--- src/rtl/asic_io_pkg.sv ---
// Shared types and constants for the board-I/O front end.
package asic_io_pkg;

    typedef logic [7:0] seg_t;

    localparam seg_t        SEG_BLANK  = 8'h00;
    localparam int unsigned PWM_LEVELS = 16;

    // Counter width able to hold 0..n-1, never narrower than one bit.
    function automatic int unsigned cnt_w(input int unsigned n);
        return (n > 1) ? $clog2(n) : 1;
    endfunction

endpackage

--- src/rtl/asic_io_shell_key_debounce.sv ---
// One key: 2-flop synchroniser, hold-time debounce counter and press pulse.
module key_debounce
    import asic_io_pkg::*;
#(
    parameter int unsigned debounce_cycles = 500000
) (
    input  logic clk,
    input  logic rst_n,
    input  logic key_raw,
    output logic key_db,
    output logic key_press
);

    localparam int unsigned    CW       = cnt_w(debounce_cycles);
    localparam logic [CW-1:0]  CNT_LAST = CW'(debounce_cycles - 1);

    logic          meta;
    logic          ksync;
    logic [CW-1:0] cnt;

    // Any cycle where ksync agrees with key_db restarts the hold count.
    always_ff @(posedge clk or negedge rst_n) begin
        if (!rst_n) begin
            meta      <= 1'b0;
            ksync     <= 1'b0;
            cnt       <= '0;
            key_db    <= 1'b0;
            key_press <= 1'b0;
        end else begin
            meta      <= key_raw;
            ksync     <= meta;
            key_press <= 1'b0;
            if (ksync == key_db) begin
                cnt <= '0;
            end else if (cnt == CNT_LAST) begin
                key_db    <= ksync;
                key_press <= ksync;
                cnt       <= '0;
            end else begin
                cnt <= cnt + CW'(1);
            end
        end
    end

endmodule

--- src/rtl/asic_io_shell.sv ---
// Board-I/O front end: debounced keys and a PWM-dimmed, dead-timed digit scanner.
module asic_io_shell
    import asic_io_pkg::*;
#(
    parameter int unsigned clk_mhz         = 50,
    parameter int unsigned w_key           = 4,
    parameter int unsigned w_digit         = 8,
    parameter int unsigned digit_cycles    = clk_mhz * 1000,
    parameter int unsigned debounce_cycles = clk_mhz * 10000
) (
    input  logic                   clk,
    input  logic                   rst_n,
    input  logic [w_key-1:0]       key_raw,
    output logic [w_key-1:0]       key_db,
    output logic [w_key-1:0]       key_press,
    input  logic [w_digit*8-1:0]   seg_data,
    input  logic [w_digit-1:0]     digit_en,
    input  logic [3:0]             brightness,
    output logic [7:0]             abcdefgh,
    output logic [w_digit-1:0]     digit
);

    localparam int unsigned SW   = cnt_w(digit_cycles);
    localparam int unsigned IW   = cnt_w(w_digit);
    localparam int unsigned TW   = SW + 1;
    localparam int unsigned DW   = w_digit;
    localparam int unsigned STEP = digit_cycles / PWM_LEVELS;

    for (genvar k = 0; k < w_key; k++) begin : g_key
        key_debounce #(.debounce_cycles(debounce_cycles)) u_key (
            .clk       (clk),
            .rst_n     (rst_n),
            .key_raw   (key_raw[k]),
            .key_db    (key_db[k]),
            .key_press (key_press[k])
        );
    end

    logic [SW-1:0] slot_cnt;
    logic [IW-1:0] idx;
    seg_t          seg_q;
    logic          en_q;
    logic [3:0]    bright_q;

    seg_t          seg_sel_c;
    logic          en_sel_c;
    logic [TW-1:0] thr_c;
    logic          lit_c;
    logic [DW-1:0] onehot_c;

    // Current digit's inputs, PWM threshold and lit decision.
    always_comb begin
        seg_sel_c = SEG_BLANK;
        en_sel_c  = 1'b0;
        for (int i = 0; i < int'(w_digit); i++) begin
            if (idx == IW'(i)) begin
                seg_sel_c = seg_data[8*i +: 8];
                en_sel_c  = digit_en[i];
            end
        end
        thr_c    = (TW'(bright_q) + TW'(1)) * TW'(STEP);
        lit_c    = en_q && (slot_cnt != '0) && (TW'(slot_cnt) < thr_c);
        onehot_c = DW'(1) << idx;
    end

    // Slot/digit counters, slot-start snapshot and registered drive.
    always_ff @(posedge clk or negedge rst_n) begin
        if (!rst_n) begin
            slot_cnt <= '0;
            idx      <= '0;
            seg_q    <= SEG_BLANK;
            en_q     <= 1'b0;
            bright_q <= '0;
            digit    <= '0;
            abcdefgh <= SEG_BLANK;
        end else begin
            if (slot_cnt == SW'(digit_cycles - 1)) begin
                slot_cnt <= '0;
                idx      <= (idx == IW'(w_digit - 1)) ? '0 : idx + IW'(1);
            end else begin
                slot_cnt <= slot_cnt + SW'(1);
            end
            if (slot_cnt == '0) begin
                seg_q    <= seg_sel_c;
                en_q     <= en_sel_c;
                bright_q <= brightness;
            end
            digit    <= lit_c ? onehot_c : '0;
            abcdefgh <= lit_c ? seg_q : SEG_BLANK;
        end
    end

endmodule

--- config.mk ---
export PLATFORM = sky130hd
export DESIGN_NAME = asic_io_shell
export DESIGN_NICKNAME = d
export VERILOG_FILES = /design/src/rtl/asic_io_pkg.sv /design/src/rtl/asic_io_shell_key_debounce.sv /design/src/rtl/asic_io_shell.sv
export SDC_FILE = /design/constraint.sdc
export NUM_CORES = 1
export LEC_CHECK = 0
export ABC_AREA = 0
export BUFFER_PORTS_ARGS = -buffer_cell sky130_fd_sc_hd__buf_2
export CORE_AREA = 2 2 132 134
export DETAILED_ROUTE_END_ITERATION = 6
export DIE_AREA = 0 0 134 136
export PLACE_DENSITY = 0.71
export SLEW_MARGIN = 20
export SYNTH_ARGS = -nofsm -noshare
export SYNTH_HDL_FRONTEND = slang
export SYNTH_HIERARCHICAL = 1
export SYNTH_SLANG_ARGS = --single-unit
--- constraint.sdc ---
create_clock -name clk -period 8.1 [get_ports clk]
set_input_delay 0.81 -clock clk [delete_from_list [all_inputs] [get_ports clk]]
set_output_delay 0.81 -clock clk [all_outputs]
set_load 0.005 [all_outputs]
Word-level counts from Yosys, hierarchy flattened
Index checks and enable logic that the tools add are counted.

word-level totals
  register bits after elaboration = 140
  latch bits = 0
  memory bits (writable) = 0
  bits in read-only memories = 0
  input bits = 82
  output and inout port bits = 24
  logic and storage cells = 102
  memories kept = 0

operators by class
  $add $sub $neg = 7
  multipliers = 1
  divide/modulo/power cells = 0
  $lt $le $gt $ge = 1
  equality and inequality tests = 16
  shift operators = 1
  mux-type cells = 36
  bitwise operators = 4
  reductions and logical operators = 9

operator list
  cell                                                                    number
  19-bit 2-to-1 mux                                                       8
  8-bit 2-to-1 mux                                                        10
  19-bit by 1-bit adder with 19-bit output (second input constant)        4
  19-bit equality test (second input constant)                            4
  16-bit by 17-bit < comparator with 1-bit output                         1
  5-bit by 12-bit multiplier with 17-bit output (second input constant)   1
  16-bit by 1-bit adder with 16-bit output (second input constant)        1
  16-bit equality test (second input constant)                            1
  16-bit zero test                                                        1
  1-bit 2-to-1 mux                                                        16
  16-bit 2-to-1 mux                                                       1
  16-bit nonzero test                                                     1
  3-bit equality test (second input constant)                             4
  2-bit AND reduction                                                     4
  1-bit by 3-bit << shifter with 8-bit output (first input constant)      1
  3-bit by 2-bit equality test with 1-bit output (second input constant)  2
  4-bit by 1-bit adder with 5-bit output (second input constant)          1
  1-bit equality test                                                     4
  1-bit NOT                                                               4
  3-bit by 1-bit adder with 3-bit output (second input constant)          1
  3-bit by 1-bit equality test with 1-bit output (second input constant)  1
  3-bit zero test                                                         1
  3-bit 2-to-1 mux                                                        1
  1-bit logical AND                                                       2

Logic depth before layout (Yosys ltp)
  depth after elaboration = 9
  gate-level depth with buffers = 20
  mapped depth without buffers = 19

Hierarchy
The synthesis kept the hierarchy.

by module, submodules not included
  module         instances  cells an instance  area an instance (µm²)  seq. area each (µm²)
  key_debounce   4          110                1118.6                  575.6
  asic_io_shell  1          472                4065.1                  1201.2

Least setup slack after synthesis
OpenSTA, ideal clock, no wires.

  path type = flip-flop to flip-flop
  start point = register bright_q[0]
  end point = register abcdefgh[0]
  setup time = 141 ps
  data arrival time = 4439 ps
  data required time = 7959 ps
  path slack = 3520 ps
  stages on the path, launching flop included = 21
  buffers on the path = 1
  clock period less this slack = 4580 ps
  path through = dfrtp_1 -> ha_1 -> xor2_1 -> ha_1 -> xnor2_1 -> ha_1 -> a21o_1 -> ha_1 -> ha_1 -> o21ai_1 -> o21a_1 -> o21a_1 -> o31ai_1 -> xnor2_1 -> ha_1 -> nand4_1 -> nor2_1 -> o2111ai_1 -> o211ai_1 -> clkbuf_1 -> a31oi_1

between the ends
  cells in the longest elaborated chain, start to end = 5

ends and longest elaborated chain
  element                                          RTL line             text
  start: declaration                               asic_io_shell.sv:43  logic [3:0] bright_q;
  start signal: assignment                         asic_io_shell.sv:86  bright_q <= brightness;
  4-bit by 1-bit adder with 5-bit output           asic_io_shell.sv:61  thr_c = (TW'(bright_q) + TW'(1)) * TW'(STEP);
  5-bit by 12-bit multiplier with 17-bit output    asic_io_shell.sv:61
  16-bit by 17-bit < comparator with 1-bit output  asic_io_shell.sv:62  lit_c = en_q && (slot_cnt != '0) && (TW'(slot_cnt) < thr_c);
  1-bit logical AND                                asic_io_shell.sv:62
  8-bit 2-to-1 mux                                 asic_io_shell.sv:89  abcdefgh <= lit_c ? seg_q : SEG_BLANK;
  end signal: assignment                           asic_io_shell.sv:89
  end: declaration                                 asic_io_shell.sv:19  output logic [7:0] abcdefgh,

Every way passes these cells.
A chain may end at the register's enable or synchronous reset.

Final worst setup path
  start point = register bright_q[0]
  end point = register digit[4]

between the ends
  cells in the longest elaborated chain, start to end = 5

ends and longest elaborated chain
  element                                          RTL line             text
  4-bit by 1-bit adder with 5-bit output           asic_io_shell.sv:61
  5-bit by 12-bit multiplier with 17-bit output    asic_io_shell.sv:61
  16-bit by 17-bit < comparator with 1-bit output  asic_io_shell.sv:62
  1-bit logical AND                                asic_io_shell.sv:62
  8-bit 2-to-1 mux                                 asic_io_shell.sv:88  digit <= lit_c ? onehot_c : '0;
  end signal: assignment                           asic_io_shell.sv:88
  end: declaration                                 asic_io_shell.sv:20  output logic [w_digit-1:0] digit

Every way passes these cells.

==> reports/qor.csv <==
stage;metric;value;unit
routing;drt initial violations;505;
synthesis;Seq/Total Area, Yosys;0.410;
setup_path;crit start category;flop;
setup_path;CP required;8.38;ns
clock_tree;CTS hold repair buffers;0;
placed_design;Cell Area, Placed;9190;um2
synthesis;prevailing post-synth register cell;dfrtp_1;
global_route;pin count of the biggest net entering global routing;79;
setup_path;Worst path slowest cell;dfrtp_1;
setup_path;CP most frequent cell;ha_1;
floorplan;die area;18200;um2
power_and_ir_drop;maximum vdd ir drop;0.159;mV
routing;Via-to-Cell Ratio;5.59;
finish;share of cells above drive strength 1;0.165;
synthesis;Syn. warnings;6;
routing;Met3 Routed Length;741;um
routing;via count;6935;
global_route;vias in the first global route;6616;
sta;worst slew pin tran;1.00;ns
routing;Wirelength per Cell;15.3;um
finish;synthesis-to-finish area growth;14.9;%
clock_tree;Reg clk slew, reported paths;0.06;ns
synthesis;Syn Nets;1054;
power_and_ir_drop;combinational power share;0.126;
floorplan;area of the core;16900;um2
setup_path;Arr. time, crit path;5.34;ns
sta;Slew headroom;0.331;
sta;Final Cycle Share;0.624;
clock_tree;worst skew pair latency;0.42;ns
global_route;global route total overflow;0;
sta;min Tclk post-route;5.05;ns
sta;RSZ-0062 raised after global routing;no;
floorplan;Starting Density;0.506;
power_and_ir_drop;Reg power frac;0.414;
finish;Final Cell Area;9810;um2
synthesis;asr flop ratio synth;1.00;
sta;final setup violating endpoints;0;
placed_design;gpl congestion;0.907;
floorplan;chip height;136;um
finish;Layout Cells excl Fill;1241;
routing;DR DRC count;0;
routing;Post-DRT Antenna Nets;0;
sta;Layout Skew;0.00808;ns
power_and_ir_drop;Pwr Density;179;nW/um2
setup_path;critical-path cell list;ha_1 > xor2_1 > ha_1 > xnor2_1 > ha_1 > a21o_1 > ha_1 > ha_1 > o21ai_1 > o21a_1 > o21a_1 > o31ai_1 > xnor2_1 > ha_1 > nand4_1 > nor2_1 > o2111ai_1 > o211ai_1 > clkbuf_4 > a31oi_1;
global_route;initial antenna violation count;0;
synthesis;post-synth cell types;63;
global_route;first-pass GRT wire length;32.4;mm
power_and_ir_drop;leak pwr;4.30;nW
clock_tree;CTS tree;yes;
routing;drt pass-1 iters;6;
clock_tree;CTS resizes;0;
sta;Slew Limit Fails;0;
routing;met1 wire length;8.92;mm
sta;TNS Setup;0;ns
floorplan;FP Rows;48;
placed_design;Post-DP HPWL;13.6;mm
global_route;GRT Util Overall;0.221;
setup_path;Max stage delay on crit path;0.54;ns
finish;diode count;0;
placed_design;I/O Buffers;105;
routing;highest metal used;met4;
synthesis;Mapped Area;8540;um2
flow_run;Max Cap Violations;0;
placed_design;Placed Cells;1209;
power_and_ir_drop;switching power;0.418;mW
routing;Total Wirelength;18.9;mm
clock_tree;clk buf depth;2;
clock_tree;CTS buffer count;17;
synthesis;Syn Inst Count;912;
floorplan;Die W;134;um
sta;Final Hold Fails;0;
clock_tree;CTS Sinks;140;
power_and_ir_drop;clock power share;0.460;
power_and_ir_drop;internal power;1.33;mW
floorplan;IO Count;106;
clock_tree;Max H-tree Level;4;
clock_tree;postcts setup bufs;0;
synthesis;Yosys reg bits;140;
synthesis;EDFF count, synth;0;
setup_path;CP max FO;12;
power_and_ir_drop;fraction of power spent switching nets;0.239;
finish;Nets;1146;
setup_path;Worst Setup Path Type;flop to flop;
sta;highest clock rate;0.198;GHz
run_status;status;completed;
min_path;HP Class;flop to flop;
setup_path;CP Capture Type;flop;
routing;DR WL met2;9.03;mm
synthesis;Avg Inst Size Synth;9.36;um2
clock_tree;Root Buffer;clkbuf_16;
[synthesized netlist by cell type (6+ instances only)]
cell type / count / area share
xor2_1: 32 / 0.033
o21ai_0: 11 / 0.0064
nor2_1: 108 / 0.047
a31oi_1: 16 / 0.012
a21o_1: 10 / 0.0088
nor4b_1: 8 / 0.0082
o21ai_1: 10 / 0.0059
nand3b_1: 8 / 0.0070
nor4_1: 12 / 0.0088
o22ai_1: 7 / 0.0051
or3_1: 7 / 0.0051
ha_1: 59 / 0.086
nor3_1: 39 / 0.023
nand3_1: 40 / 0.023
a21oi_1: 34 / 0.020
and3_1: 6 / 0.0044
and2_1: 7 / 0.0051
clkbuf_1: 15 / 0.0066
nand4_1: 40 / 0.029
dfrtp_1: 140 / 0.41
a211oi_1: 17 / 0.015
nand2_1: 89 / 0.039
inv_1: 38 / 0.017
xnor2_1: 60 / 0.062
nor2b_1: 7 / 0.0051
buf_2: 7 / 0.0041
[kinds of logic after synthesis]
family	after synthesis	synth area share
compound gates	146	0.122
xor+xnor	92	0.0944
fa+ha+maj	60	0.0888
buf+inv	72	0.0363
flops	140	0.410
mux	4	0.00527
simple gates	398	0.243
[critical path: cells and delay by family (launching register included)]
kind                       cells  cell delay [ns]
adders and majority gates      6             1.63
AOI/OAI and AO/OA              8             1.58
xor gates and xnor gates       3             0.59
DFF                            1             0.54
buffers and inverters          1             0.30
and+or+nand+nor                2             0.26
[layout by cell type, fill, tap and decap left out, types with 8 or more instances in the layout]
master     synthesis  routed
a211oi_1          17      17
a21o_1            10      10
dfrtp_1          140     140
a21oi_1           34      34
nand2_1           89      89
o21ai_1           10      10
nand4_1           40      40
ha_1              59      59
xor2_1            32      32
xnor2_1           60      60
buf_2              7     104
a31oi_1           16      16
o21ai_0           11      11
nor3_1            39      39
inv_1             38      38
nand3_1           40      40
nor4b_1            8       8
clkbuf_16          0      17
nor2_1           108     108
nand3b_1           8       8
nor4_1            12      12
[metrics by stage]
| step | setup WS [ns] | power, mW | hold WS [ns] | util |
|---|---|---|---|---|
| floorplan | 3.52 | 0.879 | 0.331 | - |
| global placement | 2.94 | 0.950 | 0.333 | 0.545 |
| detailed placement | 2.75 | 0.955 | 0.337 | 0.545 |
| CTS | 2.69 | 1.77 | 0.351 | 0.581 |
| global route | 2.65 | 1.83 | 0.359 | 0.581 |
| finish | 3.05 | 1.75 | 0.344 | 0.581 |
[registers in the layout, summed over array words and instances (netlist names)]
name,cells
slot_cnt,16
abcdefgh,8
g_key.u_key/meta,4
idx,3
g_key.u_key/ksync,4
bright_q,4
digit,8
en_q,1
g_key.u_key/key_press,4
g_key.u_key/key_db,4
g_key.u_key/cnt,76
seg_q,8
[layer usage]
metal	GRT usage	up-vias
met5	0	-
li1	-	3436
met3	0.0518	25
met4	0.0538	0
met1	0.307	3335
met2	0.350	139
[layout make-up]
type	count	area, um2
Clock buffer	24	472
Clock inverter	7	138
Fill cell	1487	7070
Inverter	38	143
Multi-Input combinational cell	700	4730
Sequential cell	140	3500
Tap cell	225	282
Timing Repair Buffer	107	547
[path summary, 6_finish.rpt]
| kind | startpoint | endpoint | slack (ns) | cells past startpoint |
|---|---|---|---|---|
| worst max register to register | bright_q[0] | digit[4] | 3.05 | 20 |
| worst max-delay path | bright_q[0] | digit[4] | 3.05 | 20 |
| worst min-delay path | g_key[1].u_key/meta | g_key[1].u_key/ksync | 0.34 | 0 |
| min in group asynchronous | rst_n | g_key[3].u_key/cnt[0] | 0.39 | 1 |
| max in group asynchronous | rst_n | g_key[1].u_key/meta | 6.46 | 2 |
| worst min register to register | g_key[1].u_key/meta | g_key[1].u_key/ksync | 0.34 | 0 |
[power by group through the flow]
stage	sequential (mW)	combinational, mW	clock (mW)
after floorplan	0.733	0.146	0
after global placement	0.737	0.213	0
after detailed placement	0.737	0.218	0
after CTS	0.725	0.220	0.822
after global routing	0.727	0.249	0.852
final	0.725	0.220	0.806
(Power assumes the default switching activity.)
